File: config.mk
export PLATFORM = sky130hd
export DESIGN_NAME = lua_stage_sequencer
export DESIGN_NICKNAME = d
export VERILOG_FILES = /design/src/rtl/lua_pkg.sv /design/src/rtl/lua_insn_decode.sv /design/src/rtl/lua_stage_sequencer.sv
export SDC_FILE = /design/constraint.sdc
export NUM_CORES = 1
export LEC_CHECK = 0
export CORE_MARGIN = 2
export CORE_UTILIZATION = 35
export CTS_CLUSTER_SIZE = 12
export DETAILED_ROUTE_END_ITERATION = 16
export GPL_TIMING_DRIVEN = 0
export PLACE_DENSITY = 0.59
export REMOVE_ABC_BUFFERS = 1
export SETUP_SLACK_MARGIN = 0.15
export SLEW_MARGIN = 10
export SYNTH_ARGS = -nofsm -noshare
export SYNTH_HDL_FRONTEND = slang
export SYNTH_SLANG_ARGS = --single-unit
File: constraint.sdc
create_clock -name clk_ex -period 2.36 [get_ports clk_ex]
set_input_delay 0.59 -clock clk_ex [delete_from_list [all_inputs] [get_ports clk_ex]]
set_output_delay 0.59 -clock clk_ex [all_outputs]
set_load 0.005 [all_outputs]
File: src/rtl/lua_pkg.sv
// rtl/lua_pkg.sv - Sequencer state type and Lua instruction-word layout constants
package lua_pkg;

  typedef enum logic [2:0] {
    ST_IDLE,
    ST_FETCH,
    ST_DECODE,
    ST_EXEC,
    ST_MEM,
    ST_WB,
    ST_HALT,
    ST_FAULT
  } seq_state_t;

  localparam int OP_W  = 6;
  localparam int A_W   = 8;
  localparam int B_W   = 9;
  localparam int C_W   = 9;

  localparam int OP_LSB = 0;
  localparam int A_LSB  = 6;
  localparam int C_LSB  = 14;
  localparam int B_LSB  = 23;

  localparam logic [OP_W-1:0] OP_RETURN = 6'd30;
  localparam logic [OP_W-1:0] OP_MAX    = 6'd37;

endpackage

File: src/rtl/lua_insn_decode.sv
// rtl/lua_insn_decode.sv - Splits a Lua instruction word into fields and classifies the opcode
module lua_insn_decode
  import lua_pkg::*;
(
  input  logic [31:0]     i_insn,
  output logic [OP_W-1:0] o_op,
  output logic [A_W-1:0]  o_a,
  output logic [B_W-1:0]  o_b,
  output logic [C_W-1:0]  o_c,
  output logic            o_illegal,
  output logic            o_return
);

  // Field extraction; B sits above C in the word, so the offsets are not in port order
  always_comb begin
    o_op      = i_insn[OP_LSB +: OP_W];
    o_a       = i_insn[A_LSB  +: A_W];
    o_b       = i_insn[B_LSB  +: B_W];
    o_c       = i_insn[C_LSB  +: C_W];
    o_illegal = (o_op > OP_MAX);
    o_return  = (o_op == OP_RETURN);
  end

endmodule

File: src/rtl/lua_stage_sequencer.sv
// rtl/lua_stage_sequencer.sv - Lua VM multi-cycle sequencer (optional EXEC watchdog: LUA_SEQ_TIMEOUT_EN)
module lua_stage_sequencer
  import lua_pkg::*;
#(
  parameter int PC_W    = 16,
  parameter int CNT_W   = 32,
  parameter int TIMEOUT = 255
) (
  input  logic             clk_ex,
  input  logic             n_reset,
  input  logic             run,
  output logic             if_req,
  output logic [PC_W-1:0]  if_addr,
  input  logic             if_ack,
  input  logic [31:0]      if_data,
  output logic [5:0]       opecode,
  output logic [7:0]       operandA,
  output logic [8:0]       operandB,
  output logic [8:0]       operandC,
  output logic             ex_start,
  input  logic             ex_done,
  input  logic             ex_mem_req,
  input  logic             ex_jump,
  input  logic [PC_W-1:0]  ex_target,
  output logic             dm_req,
  input  logic             dm_ack,
  output logic             reg_we,
  output logic [CNT_W-1:0] retired,
  output logic             halted,
  output logic             fault
);

  seq_state_t       r_state;
  logic [PC_W-1:0]  r_pc;
  logic [31:0]      r_ir;
  logic [OP_W-1:0]  r_op;
  logic [A_W-1:0]   r_a;
  logic [B_W-1:0]   r_b;
  logic [C_W-1:0]   r_c;
  logic             r_if_req;
  logic             r_ex_start;
  logic             r_dm_req;
  logic             r_reg_we;
  logic             r_halted;
  logic             r_fault;
  logic             r_jump;
  logic [PC_W-1:0]  r_target;
  logic [CNT_W-1:0] r_retired;

  logic [OP_W-1:0]  w_op;
  logic [A_W-1:0]   w_a;
  logic [B_W-1:0]   w_b;
  logic [C_W-1:0]   w_c;
  logic             w_illegal;
  logic             w_return;

`ifdef LUA_SEQ_TIMEOUT_EN
  logic [7:0]       r_wdog;
`else
  // Watchdog compiled out; TIMEOUT is kept so both builds share one parameter list
  if (TIMEOUT > 0) begin : g_no_wdog
  end
`endif

  lua_insn_decode u_decode (
    .i_insn    (r_ir),
    .o_op      (w_op),
    .o_a       (w_a),
    .o_b       (w_b),
    .o_c       (w_c),
    .o_illegal (w_illegal),
    .o_return  (w_return)
  );

  // Sequencer FSM: owns PC, IR, operand ports, handshake strobes and the retire counter
  always_ff @(posedge clk_ex) begin
    if (!n_reset) begin
      r_state    <= ST_IDLE;
      r_pc       <= '0;
      r_ir       <= '0;
      r_op       <= '0;
      r_a        <= '0;
      r_b        <= '0;
      r_c        <= '0;
      r_if_req   <= 1'b0;
      r_ex_start <= 1'b0;
      r_dm_req   <= 1'b0;
      r_reg_we   <= 1'b0;
      r_halted   <= 1'b0;
      r_fault    <= 1'b0;
      r_jump     <= 1'b0;
      r_target   <= '0;
      r_retired  <= '0;
`ifdef LUA_SEQ_TIMEOUT_EN
      r_wdog     <= '0;
`endif
    end else begin
      r_ex_start <= 1'b0;
      r_reg_we   <= 1'b0;
      case (r_state)
        ST_IDLE: begin
          if (run) begin
            r_state  <= ST_FETCH;
            r_if_req <= 1'b1;
          end
        end
        ST_FETCH: begin
          if (if_ack) begin
            r_ir     <= if_data;
            r_if_req <= 1'b0;
            r_state  <= ST_DECODE;
          end
        end
        ST_DECODE: begin
          r_op <= w_op;
          r_a  <= w_a;
          r_b  <= w_b;
          r_c  <= w_c;
          if (w_illegal) begin
            r_state <= ST_FAULT;
            r_fault <= 1'b1;
          end else if (w_return) begin
            r_state  <= ST_HALT;
            r_halted <= 1'b1;
          end else begin
            r_state    <= ST_EXEC;
            r_ex_start <= 1'b1;
`ifdef LUA_SEQ_TIMEOUT_EN
            r_wdog     <= '0;
`endif
          end
        end
        ST_EXEC: begin
          // r_ex_start marks the first EXEC cycle, where ex_done is stale and ignored
          if (!r_ex_start) begin
            if (ex_done) begin
              r_jump   <= ex_jump;
              r_target <= ex_target;
              if (ex_mem_req) begin
                r_state  <= ST_MEM;
                r_dm_req <= 1'b1;
              end else begin
                r_state  <= ST_WB;
                r_reg_we <= 1'b1;
              end
            end
`ifdef LUA_SEQ_TIMEOUT_EN
            else if (r_wdog == 8'(TIMEOUT - 1)) begin
              r_state <= ST_FAULT;
              r_fault <= 1'b1;
            end else begin
              r_wdog <= r_wdog + 8'd1;
            end
`endif
          end
        end
        ST_MEM: begin
          if (dm_ack) begin
            r_dm_req <= 1'b0;
            r_state  <= ST_WB;
            r_reg_we <= 1'b1;
          end
        end
        ST_WB: begin
          r_pc      <= r_jump ? r_target : r_pc + PC_W'(1);
          r_retired <= r_retired + CNT_W'(1);
          if (run) begin
            r_state  <= ST_FETCH;
            r_if_req <= 1'b1;
          end else begin
            r_state <= ST_IDLE;
          end
        end
        ST_HALT, ST_FAULT: begin
          r_state <= r_state;
        end
        default: begin
          r_state <= ST_IDLE;
        end
      endcase
    end
  end

  assign if_req   = r_if_req;
  assign if_addr  = r_pc;
  assign opecode  = r_op;
  assign operandA = r_a;
  assign operandB = r_b;
  assign operandC = r_c;
  assign ex_start = r_ex_start;
  assign dm_req   = r_dm_req;
  assign reg_we   = r_reg_we;
  assign retired  = r_retired;
  assign halted   = r_halted;
  assign fault    = r_fault;

endmodule
==> summary.txt <==
Status
  • Outcome: complete, no violations

Min path
  • Startpoint of the most critical hold path: r_ir[30]
  • Type of the most critical hold path: reg2reg
  • Endpoint of the worst hold-timing path: operandB[7]
  • Depth of the worst hold-timing path: 2

Final layout
  • Number of nets in the layout: 886
  • Count of inserted antenna diode cells: 0
  • Most common library cell in the layout ignoring fill and taps: sky130_fd_sc_hd__nand2_1
  • Utilization after layout: 0.499
  • Proportion of layout cells with a drive suffix above 1: 0.0725
  • Commonest cells after routing, fill and taps aside: 191 x sky130_fd_sc_hd__nand2_1, 140 x sky130_fd_sc_hd__clkdlybuf4s50_1, 135 x sky130_fd_sc_hd__dfxtp_1
  • Signed area change from the synthesized netlist to the final layout: 39.4%

Yosys
  • Post-synthesis instance total: 705
  • Unique cell type count in the Yosys netlist: 51
  • Post-synthesis sequential area ratio: 0.486
  • Top post-synthesis cells by area: sky130_fd_sc_hd__dfxtp_1 49%, sky130_fd_sc_hd__nand2_1 13%, sky130_fd_sc_hd__a21oi_1 9.3%, sky130_fd_sc_hd__nor2_1 2.9%, sky130_fd_sc_hd__xor2_1 2.6%
  • Post-synth top area share: 0.486
  • Post-synth EDFFs: 0
  • Yosys warning count: 0
  • Register bit total from synthesis: 138
  • Avg Synthesized Cell Area: 8.07 um2
  • Main synth FF type: sky130_fd_sc_hd__dfxtp_1
  • Post-synthesis async set-or-reset flop share: 0
  • Post-Synthesis Cell Area: 5690 um2
  • Post-synth top area cell: sky130_fd_sc_hd__dfxtp_1

STA
  • Share of the clock period used by the worst path: 0.869
  • Worst hold slack: 0.449 ns
  • Number of slew-limit violations in the final report: 0
  • Slew at the pin with the worst max-slew slack: 0.831 ns
  • Relative slew slack: 0.445
  • Min Tclk post-route: 2.05 ns
  • Setup repair after global routing missed its margin: false
  • Setup skew after layout: 0.00824 ns
  • Highest achievable clock rate: 488 MHz
  • Total setup violations reported at the end of the flow: 0
  • Final Hold Vio Count: 0
  • Post-route worst setup slack: 0.309 ns

Clock network
  • Clock transition at the registers of the reported paths: 0.06 ns
  • Clock tree from TritonCTS: yes
  • Root buffer cell: sky130_fd_sc_hd__clkbuf_16
  • Clock network latency to the later pin of the worst-skew pair: 0.41 ns
  • TritonCTS Buffers: 17
  • Number of buffers on the longest clock path: 2
  • TritonCTS sink count: 138
  • Level count of the clock H-tree: 4
  • Number of buffers inserted by hold repair at cts: 0

Route
  • Routed via count: 5248
  • DRT iter0 DRCs: 337
  • Post-route DRC: 0
  • Final Routed Wirelength: 15600 um
  • Average wire length per cell after detail routing: 14.8 um
  • Drt pass-1 iters: 4
  • Routed Antenna Nets: 0
  • Vias per cell: 4.96

Critical path
  • Largest delay contributor family on the critical path: buffers and inverters
  • Arrival time of the worst setup path: 1.46 ns
  • Worst reg2reg path depth: 5
  • Worst flop-to-flop path endpoint: retired[25]
  • Slowest stage delay, CP: 0.57 ns
  • Required time of the worst setup path: 1.77 ns
  • Reg-to-reg startpoint: r_state[1]
  • Setup crit start kind: flop
  • R2R Setup Slk: 0.36 ns
  • Setup CP Type: reg2out
  • Ordered list of cells on the worst path: clkdlybuf4s50_1
  • Slowest library cell on the worst path: sky130_fd_sc_hd__clkdlybuf4s50_1
  • Number of buffers and inverters on the critical path: 1
  • Capturing element type of the critical path: output pin
  • Worst Path Max Fanout: 9

Global routing
  • Initial antenna violation count: 0
  • GRT Overall Usage: 0.182
  • Number of global-route vias before repair: 5140
  • Remaining Overflow, GRT: 0
  • Largest net degree at the start of global routing: 75
  • Wire length of the first global-routing pass: 25700 um

Run
  • Number of max-capacitance violations reported: 0

Die
  • Horizontal die dimension: 131 um
  • Floorplan Core Area: 15900 um2
  • Die Area: 17300 um2
  • Initial core utilization: 0.358
  • Number of rows in the core area: 46
  • Die height: 131 um
  • Count of boundary I/O pins: 142

Pwr
  • Power consumption: 6.07 mW
  • Pleak: 2.75 nW
  • Worst IR drop on VDD: 0.520 mV
  • Total power per unit cell area: 765 nW/um2

Placement
  • Post-detailed-placement half-perimeter wirelength: 10400 um
  • Port buffer count: 141
  • Final estimated routing congestion in global placement: 0.788
  • Worst setup timing slack at the placement stage: -0.438 ns
## through the flow
step                TNS (ns)  cells  area (um2)
floorplan             -38.72    663        5510
global placement     -295.73   1020        7190
detailed placement    -34.67   1024        7270
CTS                        0   1056        7910
global route               0   1057        7930
finish                     0   1057        7930
## worst max-delay path by stage
stage	cells after the start	endpoint	slack, ns	from
3_5_place_dp	4	operandA[3]	-0.44	n_reset
6_report	1	if_addr[7]	0.31	if_addr[7]
4_1_cts	5	retired[25]	0.06	r_state[2]
3_3_place_gp	3	if_addr[10]	-2.54	n_reset
5_1_grt	6	operandC[6]	0.15	r_state[1]
2_1_floorplan	2	if_addr[10]	-0.47	n_reset
## power breakdown
group | switching [mW] | internal [mW] | total [mW] | leakage (nW)
combinational | 0.410 | 0.325 | 0.734 | 1.35
sequential | 0.145 | 2.45 | 2.60 | 1.12
clock | 0.992 | 1.74 | 2.73 | 0.291
## sequential cells by signal (all words and copies together) (netlist names), 3 cells and up
| signal | cells |
|---|---|
| if_addr | 16 |
| retired | 32 |
| r_target | 16 |
| r_ir | 32 |
| operandA | 8 |
| r_state | 3 |
| operandB | 9 |
| opecode | 6 |
| operandC | 9 |
## timing repair
item                       CTS  global route
hold endpoints to repair     0             0
setup endpoints to repair   99            23
gates resized for setup      5             7
setup buffers                0             0
gates cloned                 0             1
pin swaps                    0             1
## cell usage after synthesis, types with 2 or more instances
cell type	n
sky130_fd_sc_hd__nand3b_1	2
sky130_fd_sc_hd__o21a_1	3
sky130_fd_sc_hd__o31ai_1	3
sky130_fd_sc_hd__nand4_1	11
sky130_fd_sc_hd__buf_2	6
sky130_fd_sc_hd__nor4_4	3
sky130_fd_sc_hd__nand2_1	191
sky130_fd_sc_hd__buf_1	2
sky130_fd_sc_hd__inv_1	9
sky130_fd_sc_hd__or3_1	7
sky130_fd_sc_hd__and2_1	5
sky130_fd_sc_hd__o221ai_1	3
sky130_fd_sc_hd__a221oi_1	3
sky130_fd_sc_hd__o21ai_0	13
sky130_fd_sc_hd__and4_1	5
sky130_fd_sc_hd__nor4_1	3
sky130_fd_sc_hd__a31oi_1	5
sky130_fd_sc_hd__xnor2_1	7
sky130_fd_sc_hd__xor2_1	17
sky130_fd_sc_hd__mux2i_1	7
sky130_fd_sc_hd__buf_4	2
sky130_fd_sc_hd__dfxtp_1	138
sky130_fd_sc_hd__nor3_1	10
sky130_fd_sc_hd__clkbuf_1	31
sky130_fd_sc_hd__a22oi_1	2
sky130_fd_sc_hd__and3_1	6
sky130_fd_sc_hd__nand3_1	26
sky130_fd_sc_hd__o31a_1	2
sky130_fd_sc_hd__nor2_1	44
sky130_fd_sc_hd__mux2_2	3
sky130_fd_sc_hd__ha_1	2
sky130_fd_sc_hd__a211oi_1	3
sky130_fd_sc_hd__nand2b_1	4
sky130_fd_sc_hd__nor2b_1	3
sky130_fd_sc_hd__a21oi_1	106
sky130_fd_sc_hd__nand4_2	3
## area by class of cell
class,instances,area [um2]
Clock buffer,21,470
Clock inverter,11,144
Fill cell,1537,7950
Inverter,10,50.0
Multi-Input combinational cell,516,2760
Sequential cell,138,2770
Tap cell,216,270
Timing Repair Buffer,145,1470
## per-layer routing
layer | vias to the layer above | global-route usage | wire length (um)
li1 | 2655 | - | -
met1 | 2475 | 0.212 | 6710
met2 | 108 | 0.300 | 7590
met3 | 10 | 0.0853 | 1180
met4 | 0 | 0.0519 | 110
met5 | - | 0 | 0
## cell families after synthesis
group | count (synthesis) | synth area share
and+or+nand+nor | 330 | 0.270
xor gates and xnor gates | 24 | 0.0370
AOI/OAI and AO/OA | 149 | 0.147
muxes | 10 | 0.0183
buffers and inverters | 52 | 0.0383
adders and majority gates | 2 | 0.00440
DFF | 138 | 0.486
(Power assumes the default switching activity.)
